[config.mk]
export PLATFORM = sky130hd
export DESIGN_NAME = calc_seq_ctrl_flat
export DESIGN_NICKNAME = d
export VERILOG_FILES = /design/src/rtl/calc_seq_ctrl_if.sv /design/src/rtl/calc_seq_ctrl.sv /design/src/flat_wrapper.sv
export SDC_FILE = /design/constraint.sdc
export NUM_CORES = 1
export LEC_CHECK = 0
export ABC_AREA = 1
export CAP_MARGIN = 20
export CORE_MARGIN = 2
export CORE_UTILIZATION = 50
export CTS_BUF_LIST = sky130_fd_sc_hd__clkbuf_8
export DETAILED_ROUTE_END_ITERATION = 8
export PLACE_DENSITY = 0.75
export SYNTH_ARGS = -nofsm -noshare
export SYNTH_HDL_FRONTEND = slang
export SYNTH_SLANG_ARGS = --single-unit
[constraint.sdc]
create_clock -name clk -period 4.1 [get_ports clk]
set_input_delay 0.41 -clock clk [delete_from_list [all_inputs] [get_ports clk]]
set_output_delay 0.41 -clock clk [all_outputs]
set_load 0.005 [all_outputs]
[src/rtl/calc_seq_ctrl_if.sv]
// calc_seq_ctrl_if: beat and result handshake bundle between the sequencer, operand source, datapath and result sink
interface calc_seq_ctrl_if #(
  parameter int CNT_W = 7
);
  logic src_vld;
  logic src_rdy;
  logic [CNT_W-1:0] cnt;
  logic dp_in_vld;
  logic cap_first;
  logic cap_acc;
  logic out_vld;
  logic out_rdy;
  modport master(
    input src_vld, out_rdy,
    output src_rdy, cnt, dp_in_vld, cap_first, cap_acc, out_vld
  );
  modport slave(
    output src_vld, out_rdy,
    input src_rdy, cnt, dp_in_vld, cap_first, cap_acc, out_vld
  );
endinterface

[src/rtl/calc_seq_ctrl.sv]
// calc_seq_ctrl: beat sequencer and tile result handoff for the three-lane dot-product accumulate/compress datapath
module calc_seq_ctrl #(
  parameter int CNT_W = 7,
  parameter int LAST_CNT = 68,
  parameter int CAP0 = 35,
  parameter int CAP1 = 51,
  parameter int CAP2 = 67,
  parameter int TILE_W = 8
) (
  input logic clk,
  input logic rst,
  input logic start,
  input logic [TILE_W-1:0] num_tiles,
  input logic abort,
  output logic [TILE_W-1:0] tile_idx,
  output logic busy,
  output logic done,
  output logic start_err,
  calc_seq_ctrl_if.master bus
);
  typedef enum logic [1:0] {IDLE, RUN, LATCH, HOLD} state_t;
  state_t state, state_n;
  logic [CNT_W-1:0] cnt, cnt_n;
  logic [TILE_W-1:0] tile_n, ntiles, ntiles_n;
  logic done_n, err_n;
  always_ff @(posedge clk or posedge rst)
    if (rst) begin
      state <= IDLE;
      cnt <= '0;
      tile_idx <= '0;
      ntiles <= '0;
      done <= 1'b0;
      start_err <= 1'b0;
    end else begin
      state <= state_n;
      cnt <= cnt_n;
      tile_idx <= tile_n;
      ntiles <= ntiles_n;
      done <= done_n;
      start_err <= err_n;
    end
  always_comb begin
    state_n = state;
    cnt_n = cnt;
    tile_n = tile_idx;
    ntiles_n = ntiles;
    done_n = 1'b0;
    err_n = start & busy & ~abort;
    if (abort) begin
      state_n = IDLE;
      cnt_n = '0;
      tile_n = '0;
    end else
      case (state)
        IDLE:
          if (start) begin
            if (num_tiles != '0) begin
              state_n = RUN;
              ntiles_n = num_tiles;
              tile_n = '0;
              cnt_n = '0;
            end else
              done_n = 1'b1;
          end
        RUN:
          if (bus.src_vld) begin
            cnt_n = cnt + 1'b1;
            state_n = (cnt == CNT_W'(LAST_CNT - 1)) ? LATCH : RUN;
          end
        LATCH: begin
          cnt_n = '0;
          state_n = HOLD;
        end
        default:
          if (bus.out_rdy) begin
            if (tile_idx == ntiles - 1'b1) begin
              state_n = IDLE;
              done_n = 1'b1;
            end else begin
              tile_n = tile_idx + 1'b1;
              state_n = RUN;
            end
          end
      endcase
  end
  assign busy = state != IDLE;
  assign bus.cnt = cnt;
  assign bus.src_rdy = state == RUN;
  assign bus.out_vld = state == HOLD;
  assign bus.dp_in_vld = bus.src_vld & bus.src_rdy;
  assign bus.cap_first = bus.dp_in_vld & (cnt == CNT_W'(CAP0));
  assign bus.cap_acc = bus.dp_in_vld & ((cnt == CNT_W'(CAP1)) | (cnt == CNT_W'(CAP2)));
endmodule

[src/flat_wrapper.sv]
// flat-port wrapper written by rule: the top's interface ports become plain ports
module calc_seq_ctrl_flat 
#(
  parameter int CNT_W = 7,
  parameter int LAST_CNT = 68,
  parameter int CAP0 = 35,
  parameter int CAP1 = 51,
  parameter int CAP2 = 67,
  parameter int TILE_W = 8
)
  (clk, rst, start, num_tiles, abort, tile_idx, busy, done, start_err, bus_src_vld, bus_out_rdy, bus_src_rdy, bus_cnt, bus_dp_in_vld, bus_cap_first, bus_cap_acc, bus_out_vld);
  calc_seq_ctrl_if #(.CNT_W(CNT_W)) bus_i ();
  input logic clk;
  input logic rst;
  input logic start;
  input logic [TILE_W-1:0] num_tiles;
  input logic abort;
  output logic [TILE_W-1:0] tile_idx;
  output logic busy;
  output logic done;
  output logic start_err;
  input wire logic [$bits(bus_i.src_vld)-1:0] bus_src_vld;
  input wire logic [$bits(bus_i.out_rdy)-1:0] bus_out_rdy;
  output wire logic [$bits(bus_i.src_rdy)-1:0] bus_src_rdy;
  output wire logic [$bits(bus_i.cnt)-1:0] bus_cnt;
  output wire logic [$bits(bus_i.dp_in_vld)-1:0] bus_dp_in_vld;
  output wire logic [$bits(bus_i.cap_first)-1:0] bus_cap_first;
  output wire logic [$bits(bus_i.cap_acc)-1:0] bus_cap_acc;
  output wire logic [$bits(bus_i.out_vld)-1:0] bus_out_vld;
  assign bus_i.src_vld = bus_src_vld;
  assign bus_i.out_rdy = bus_out_rdy;
  assign bus_src_rdy = bus_i.src_rdy;
  assign bus_cnt = bus_i.cnt;
  assign bus_dp_in_vld = bus_i.dp_in_vld;
  assign bus_cap_first = bus_i.cap_first;
  assign bus_cap_acc = bus_i.cap_acc;
  assign bus_out_vld = bus_i.out_vld;
  calc_seq_ctrl #(.CNT_W(CNT_W), .LAST_CNT(LAST_CNT), .CAP0(CAP0), .CAP1(CAP1), .CAP2(CAP2), .TILE_W(TILE_W)) u_core (.clk(clk), .rst(rst), .start(start), .num_tiles(num_tiles), .abort(abort), .tile_idx(tile_idx), .busy(busy), .done(done), .start_err(start_err), .bus(bus_i));
endmodule
# Yosys cells after proc, flatten, opt, wreduce, memory -nomap -nowiden
# Cells that the tools add are included.
[classes]
add_sub_neg = 3
eq_ne = 12
mux = 25
bitwise_logic = 7
n_reduce_logical = 11
[op_table]
columns = ["cell", "n"]
rows = [
  ["2-to-1 mux 8 bit", 5],
  ["2-to-1 mux 7 bit", 4],
  ["one-hot mux 7 bit (3 select lines)", 1],
  ["one-hot mux 8 bit (2 select lines)", 1],
  ["== test 7 x 6 -> 1 bit (second input constant)", 2],
  ["2-to-1 mux 2 bit", 6],
  ["AND reduction 4 bit", 3],
  ["!= test 3 bit (second input constant)", 3],
  ["adder 8 x 1 -> 8 bit (second input constant)", 1],
  ["== test 8 bit", 1],
  ["nonzero test 8 bit", 1],
  ["subtractor 8 x 1 -> 8 bit (second input constant)", 1],
  ["adder 7 x 1 -> 7 bit (second input constant)", 1],
  ["== test 7 bit (second input constant)", 1],
  ["2-to-1 mux 1 bit", 6],
  ["one-hot mux 2 bit (3 select lines)", 1],
  ["AND 1 bit", 5],
  ["AND reduction 5 bit", 1],
  ["nonzero test 5 bit", 1],
  ["== test 2 bit (second input constant)", 2],
  ["nonzero test 4 bit", 1],
  ["!= test 3 x 2 -> 1 bit (second input constant)", 1],
  ["nonzero test 3 bit", 1],
  ["== test 2 x 1 -> 1 bit (second input constant)", 1],
  ["7 further kinds", 7],
]
[totals]
register_bits = 27
input_bits = 14
out_inout_bits = 23
word_cells = 64

# Logic depth before layout (Yosys ltp)
# Gate-level depths: netlist of the first run.
[depth]
depth_word = 6
ltp_mapped = 15
mapped_depth_nobuf = 15

# Worst setup path after synthesis of the first run
# OpenSTA, ideal clock, no wires.
[synth_path]
kind = "reg2reg"
from = "register u_core.ntiles[0]"
to = "register u_core.tile_idx[4]"
setup_time_ns = 0.117
arrival_time_ns = 1.579
required_ns = 3.983
path_slack_ns = 2.404
stages_incl_launch_ff = 16
n_path_buf = 0
period_less_slack_ns = 1.696
cell_sequence = "dfrtp_1 -> inv_2 -> ha_1 -> nand2_1 -> nor2_1 -> nand2_1 -> nand2_1 -> inv_1 -> nor2_1 -> nand2_1 -> nor2_4 -> nand2_4 -> nand2_8 -> nand2_4 -> nand2_1 -> nand2_1"
[synth_via]
elab_chain_cells = 4
[synth_lines]
columns = ["item", "line_no", "source"]
rows = [
  ["from (decl)", "calc_seq_ctrl.sv:24", "logic [TILE_W-1:0] tile_n, ntiles, ntiles_n;"],
  ["from (signal assigned)", "calc_seq_ctrl.sv:38", "ntiles <= ntiles_n;"],
  ["subtractor 8 x 1 -> 8 bit", "calc_seq_ctrl.sv:76", "if (tile_idx == ntiles - 1'b1) begin"],
  ["== test 8 bit", "calc_seq_ctrl.sv:76", ""],
  ["!= test 3 bit (no source line)", "n/a", ""],
  ["AND reduction 5 bit (no source line)", "n/a", ""],
  ["to (signal assigned)", "calc_seq_ctrl.sv:37", "tile_idx <= tile_n;"],
  ["to (decl)", "calc_seq_ctrl.sv:15", "output logic [TILE_W-1:0] tile_idx,"],
]
# Every way passes these cells.
# A chain may end at the register's enable or synchronous reset.

# Final worst setup path of the first run
[layout_path]
from = "register u_core.cnt[1], in the netlist u_core.bus.cnt[1]"
to = "output port bus_cap_acc"
[layout_via]
elab_chain_cells = 3
word_cells_on_any_way = 4
classes_between = "eq/ne: 2; bitwise: 2"
[layout_lines]
columns = ["item", "line_no", "source"]
rows = [
  ["from (decl)", "calc_seq_ctrl.sv:23", "logic [CNT_W-1:0] cnt, cnt_n;"],
  ["from (signal assigned)", "calc_seq_ctrl.sv:36", "cnt <= cnt_n;"],
  ["== test 7 x 6 -> 1 bit or == test 7 bit (tied branches)", "calc_seq_ctrl.sv:92", "assign bus.cap_acc = bus.dp_in_vld & ((cnt == CNT_W'(CAP1)) | (cnt == CNT_W'(CAP2)));"],
  ["OR 1 bit (*)", "calc_seq_ctrl.sv:92", ""],
  ["AND 1 bit (*)", "calc_seq_ctrl.sv:92", ""],
  ["to (decl)", "flat_wrapper.sv:28", "output wire logic [$bits(bus_i.cap_acc)-1:0] bus_cap_acc;"],
]
# Mark *: on every way between the ends. The rest lies on a longest branch, timed or not.

==> flow_summary.toml, run 1 <==
[yosys]
postSynthCellCount = 293
synth.distinct_cells = 27
ys_ff_latch = 27
synth_top_area_share_pct = 34.37
yosysSeqAreaShare_pct = 34.37
synth_warnings = 0
synth_top_area_cell = "dfrtp_1"
syn-mean-instance-area_um2 = 6.709
syn_area_mm2 = 0.001966
synth_fp_nets = 314
synth.area.top_cells = "dfrtp_1, nand2_1, inv_1, nand3_1, nor2_1"

[setup_path]
crit_path_max_fanout = 5
crit_arrival_ns = 2.23
crit_slowest_cell = "clkdlybuf4s50_1"
ff2ff_setup_slack_ns = 2.04
cp_cell_sequence = "ha_1, inv_1, nor3_1, nand4_1, a21oi_1, clkdlybuf4s50_1"
endpoint_kind = "output port"
crit_path_max_incr_delay_ns = 0.51
worstSetupPathType = "reg -> out"
crit_required_ns = 3.69
critical-path-top-delay-family = "buffers and inverters"
start_kind = "flop"
path_buf_inv = 2

[final_layout]
synthToLayoutAreaGrowth_pct = 23.68
fillers = 360
fin_nets = 353
insertedDiodeCount = 0
finalNonFillerCells = 379
drive_gt1_share_pct = 8.157

[die]
ios = 37
core-area_mm2 = 0.003716
rows = 22
fp.dieArea_mm2 = 0.004449
die_w_um = 66.70
initial_core_util_pct = 52.90
die_y_um = 66.70

[global_routing]
grt_overflow = 0
grt_pass1_wl_mm = 7.728
grt_pass1_vias = 1849
grt.total_usage_pct = 22.15
grt_max_degree = 28
antenna_found_initial = 0

[clock_tree]
numCtsBuffers = 3
post-cts-setup-buffer-count = 0
cts_tree = "yes"
numClockSinks = 27
htree_levels = 1
clk_latency_ns = 0.29
root_buffer = "clkbuf_8"
cts_resized = 0
hold_buffers = 0
clockBufferDepth = 2
clk_pin_slew_ns = 0.11

[hold_path]
hold_class = "in -> async"

[route]
dr.pass1.iters = 4
first_iter_violations = 112
drcViolationCount = 0
finalWirelength_mm = 4.255
num_vias = 1929
ant_nets = 0
wire_per_inst_um = 11.23
via_per_inst = 5.090

[sta]
fin_crit_sh_pct = 64.35
hold_violations = 0
tightestPinTransition_ns = 0.5084
setup_tns_ns = 0
whs_ns = 0.4337
finalSetupViolCount = 0
period_needed_ns = 2.638
rsz0062_at_grt = "false"
relSlewSlack_pct = 66.07
maxSlewViolCount = 0
fmax_ghz = 0.3790
fin_skew_ns = 0.01480

[placement]
port_buffers = 36
dp_cells = 374
dp_hpwl_mm = 3.345
gp_congestion = 0.8933

[job]
drv_cap = 0

[power_and_ir_drop]
p_leak_nw = 1.169
ir_drop_mv = 0.2523
fin_total_pwr_mw = 1.095
power.density_mw_per_mm2 = 450.3

[run_status]
run_status = "complete, no violations"
[sequential cells by signal, indices dropped and copies added (netlist names)]
register and count:
u_core.done 1, u_core.ntiles 8, u_core.start_err 1, u_core.bus.cnt 7, u_core.tile_idx 8, u_core.state 2
[final timing paths]
kind | start | end | cells past startpoint
setup / recovery | u_core.bus.cnt[1] | bus_cap_acc | 6
hold / removal | rst | u_core.ntiles[7] | 2
min in group clk | u_core.ntiles[1] | u_core.ntiles[1] | 2
hold reg to reg | u_core.ntiles[1] | u_core.ntiles[1] | 2
max in group asynchronous | rst | u_core.state[0] | 3
setup reg to reg | u_core.ntiles[0] | u_core.tile_idx[7] | 15
[synth_stat cells]
| cell type | number |
|---|---|
| o21a_1 | 2 |
| inv_1 | 44 |
| a21oi_1 | 8 |
| xnor2_1 | 1 |
| buf_4 | 2 |
| inv_2 | 8 |
| nand4_1 | 12 |
| clkbuf_1 | 1 |
| nor3_1 | 3 |
| nor3_4 | 1 |
| dfrtp_1 | 27 |
| nand2_4 | 2 |
| nor2_1 | 30 |
| nor4_1 | 5 |
| o21ai_0 | 14 |
| o21ai_1 | 1 |
| clkinv_1 | 1 |
| nand2_1 | 82 |
| nand3_1 | 28 |
| ha_1 | 7 |
| nand2_2 | 3 |
| a22oi_1 | 1 |
| nand2_8 | 2 |
| xor2_1 | 1 |
| nor2_4 | 1 |
| o21bai_1 | 1 |
| nor2_2 | 5 |
[layer usage]
layer | GRT usage, % | wire length, um | vias to the layer above
met5 | 0 | 0 | -
met4 | 7.908 | 95 | 0
met3 | 3.209 | 128 | 12
met2 | 37.63 | 1960 | 41
met1 | 28.57 | 2070 | 865
li1 | - | - | 1011
[report_power, final]
group	total (mW)	switching, mW	internal (mW)	leakage [nW]
Combinational	0.545	0.334	0.211	0.786
Clock	0.163	0.0935	0.0693	0.0217
Sequential	0.387	0.0694	0.317	0.361
Total	1.09	0.497	0.598	1.17
[logic make-up (layout without fill, tap and decap cells)]
family | count (synthesis) | count (layout) | share of synthesized area, %
AND/OR/NAND/NOR | 174 | 174 | 41.82
buffers and inverters | 56 | 94 | 11.08
flip-flops | 27 | 27 | 34.37
AO/OA/AOI/OAI | 27 | 27 | 7.384
XOR/XNOR | 2 | 2 | 0.8913
adder cells (fa/ha/maj) | 7 | 7 | 4.456
[layout make-up]
type	count	area, um2	area share (%)
Tap cell	48	60.06	2.470
Inverter	53	198.9	8.183
Clock inverter	1	7.507	0.3088
Clock buffer	3	41.29	1.698
Multi-Input combinational cell	210	1072	44.11
Sequential cell	27	675.6	27.79
Timing Repair Buffer	37	375.4	15.44
[per-stage QoR]
| step | area [um2] | utilization (%) | setup slack (ns) |
|---|---|---|---|
| after global placement | 2367 | 63.70 | 1.750 |
| after floorplan | 1966 | - | 2.404 |
| after CTS | 2416 | 65.02 | 1.478 |
| after global routing | 2431 | 65.42 | 1.330 |
| final | 2431 | 65.42 | 1.462 |
| after detailed placement | 2367 | 63.70 | 1.799 |
[cell usage in the layout, fill, tap and decap left out, types with 3 or more instances in the layout]
master,instances
nor2_1,30
clkbuf_8,3
dfrtp_1,27
o21ai_0,14
nand2_2,3
inv_2,8
clkdlybuf4s50_1,36
inv_1,44
nor2_2,5
nor3_1,3
ha_1,7
nand4_1,12
a21oi_1,8
nor4_1,5
nand2_1,82
nand3_1,28
No activity file was read; power rests on OpenSTA's default activity.
==> run 2: changes to the inputs <==
--- a/config.mk
+++ b/config.mk
@@ -8,10 +8,10 @@
 export ABC_AREA = 1
 export CAP_MARGIN = 20
 export CORE_MARGIN = 2
-export CORE_UTILIZATION = 50
+export CORE_UTILIZATION = 49
 export CTS_BUF_LIST = sky130_fd_sc_hd__clkbuf_8
 export DETAILED_ROUTE_END_ITERATION = 8
-export PLACE_DENSITY = 0.75
+export PLACE_DENSITY = 0.77
 export SYNTH_ARGS = -nofsm -noshare
 export SYNTH_HDL_FRONTEND = slang
 export SYNTH_SLANG_ARGS = --single-unit
==> constraint.sdc (replaced) <==
create_clock -name clk -period 2.4 [get_ports clk]
set_input_delay 0.24 -clock clk [delete_from_list [all_inputs] [get_ports clk]]
set_output_delay 0.24 -clock clk [all_outputs]
set_load 0.005 [all_outputs]
==> flow_summary.toml, run 2 (synthesis gave the netlist of run 1 again) <==
[sta]
hold_violations = 0
period_needed_ns = 2.272
fin_crit_sh_pct = 94.66
finalSetupViolCount = 0
tightestPinTransition_ns = 0.4236
postLayoutSetupSlackWorst_ns = 0.1282
rsz0062_at_grt = "false"
fin_skew_ns = 0.004809
fmax_ghz = 0.4402
maxSlewViolCount = 0
setup_tns_ns = 0
relSlewSlack_pct = 71.69

[setup_path]
r2r-start = "u_core.ntiles[0]"
ff2ff_setup_slack_ns = 0.42
crit_slowest_cell = "clkdlybuf4s50_1"
cp_cell_sequence = "inv_1, ha_1, nand2_1, inv_1, nand2_1, nor4_1, clkdlybuf4s50_1"
crit_path_max_incr_delay_ns = 0.55
r2r-end = "u_core.tile_idx[7]"
crit_path_max_fanout = 5
worstSetupPathType = "reg -> out"
critical-path-top-delay-family = "buffers and inverters"
crit_required_ns = 2.16
endpoint_kind = "output port"
worstSetupStartpoint = "u_core.state[1]"
start_kind = "flop"
path_buf_inv = 3
reg2reg_depth = 15
cp.depth = 7
crit_arrival_ns = 2.03

[clock_tree]
clockBufferDepth = 2
post-cts-setup-buffer-count = 0
root_buffer = "clkbuf_8"
numClockSinks = 27
htree_levels = 1
clk_pin_slew_ns = 0.10
numCtsBuffers = 3
clk_latency_ns = 0.28
cts_tree = "yes"

[global_routing]
grt_overflow = 0
grt_pass1_wl_mm = 7.700
grt.total_usage_pct = 22.43
grt_max_degree = 28
grt_pass1_vias = 1843
antenna_found_initial = 0

[die]
core-area_mm2 = 0.003943
die_w_um = 67.34
die_y_um = 67.34
rows = 23
initial_core_util_pct = 49.86
fp.dieArea_mm2 = 0.004534
ios = 37

[final_layout]
finalNonFillerCells = 382
insertedDiodeCount = 0
fin_nets = 354
final_cell_mix = "nand2_1, inv_1, clkdlybuf4s50_1"
utilization_pct = 61.79
synthToLayoutAreaGrowth_pct = 23.93
ff_latch_area_um2 = 675.6
biggestRegsByFlops = "u_core.ntiles: 8 flops, u_core.tile_idx: 8 flops, u_core.bus.cnt: 7 flops"
layout_commonest_cell = "nand2_1"
multi_input_area_mm2 = 0.001077
fillers = 364
drive_gt1_share_pct = 8.735

[route]
wire_per_inst_um = 11.50
wl_met3_um = 172
drt-met1-wl_mm = 1.929
ant_nets = 0
finalWirelength_mm = 4.394
dr.pass1.iters = 4
drcViolationCount = 0
num_vias = 1966
via_per_inst = 5.147
maxUsedRoutingLayer = "met4"
first_iter_violations = 85
route.met2.wl_mm = 2.197

[power_and_ir_drop]
ir_drop_mv = 0.5249
power.density_mw_per_mm2 = 763.5
fin_total_pwr_mw = 1.860
p_leak_nw = 1.180

[run_status]
run_status = "complete, no violations"

[placement]
dp_hpwl_mm = 3.505
port_buffers = 36
dp_cells = 378
pre_cts_slack_ns = 0.3877
gp_congestion = 0.8844

[hold_path]
hold_class = "in -> async"

[job]
drv_cap = 0
==> run 2: worst max path at each step <==
stage | end | slack [ns]
floorplan | u_core.tile_idx[4] | 0.70
global placement | bus_cap_acc | 0.42
detailed placement | bus_cap_acc | 0.39
CTS | bus_cap_acc | 0.05
global route | bus_cap_first | 0.002
finish | bus_cap_first | 0.13
==> run 2: tightest hold or removal path, delay by kind of cell <==
| family | cells | cell delay [ns] |
|---|---|---|
| buffers and inverters | 3 | 0.77 |
==> run 2: final cells by class <==
cell class              instances  share of cell area, %
well taps                      50                  2.568
repair buffers                 38                  15.41
inverters                      53                  8.166
flip-flops and latches         27                  27.73
multi-input cells             210                  44.22
clock buffers                   3                  1.695
clock inverters                 1                 0.2054
==> run 2: repair_timing <==
action	in CTS	in global routing
hold buffers	0	0
endpoints found under the setup margin	0	2
gates resized for setup	0	1
==> run 2: metrics by stage <==
stage,hold WS [ns],area [um2]
5_1_grt,0.3593,2436
4_1_cts,0.3409,2431
2_1_floorplan,0.2927,1966
3_5_place_dp,0.5479,2385
6_report,0.3171,2436
3_3_place_gp,0.5275,2385
==> run 2: layer usage <==
layer | vias up | global-route usage (%)
li1 | 1015 | -
met1 | 898 | 27.55
met2 | 44 | 38.61
met3 | 9 | 3.667
met4 | 0 | 9.949
met5 | - | 0
==> run 2: where the power goes <==
part           leakage, nW  switching (mW)  internal (mW)  total (mW)
logic                0.793           0.573          0.361       0.934
clock network       0.0255           0.149          0.117       0.265
registers            0.361           0.118          0.542       0.661
total                 1.18           0.840           1.02        1.86
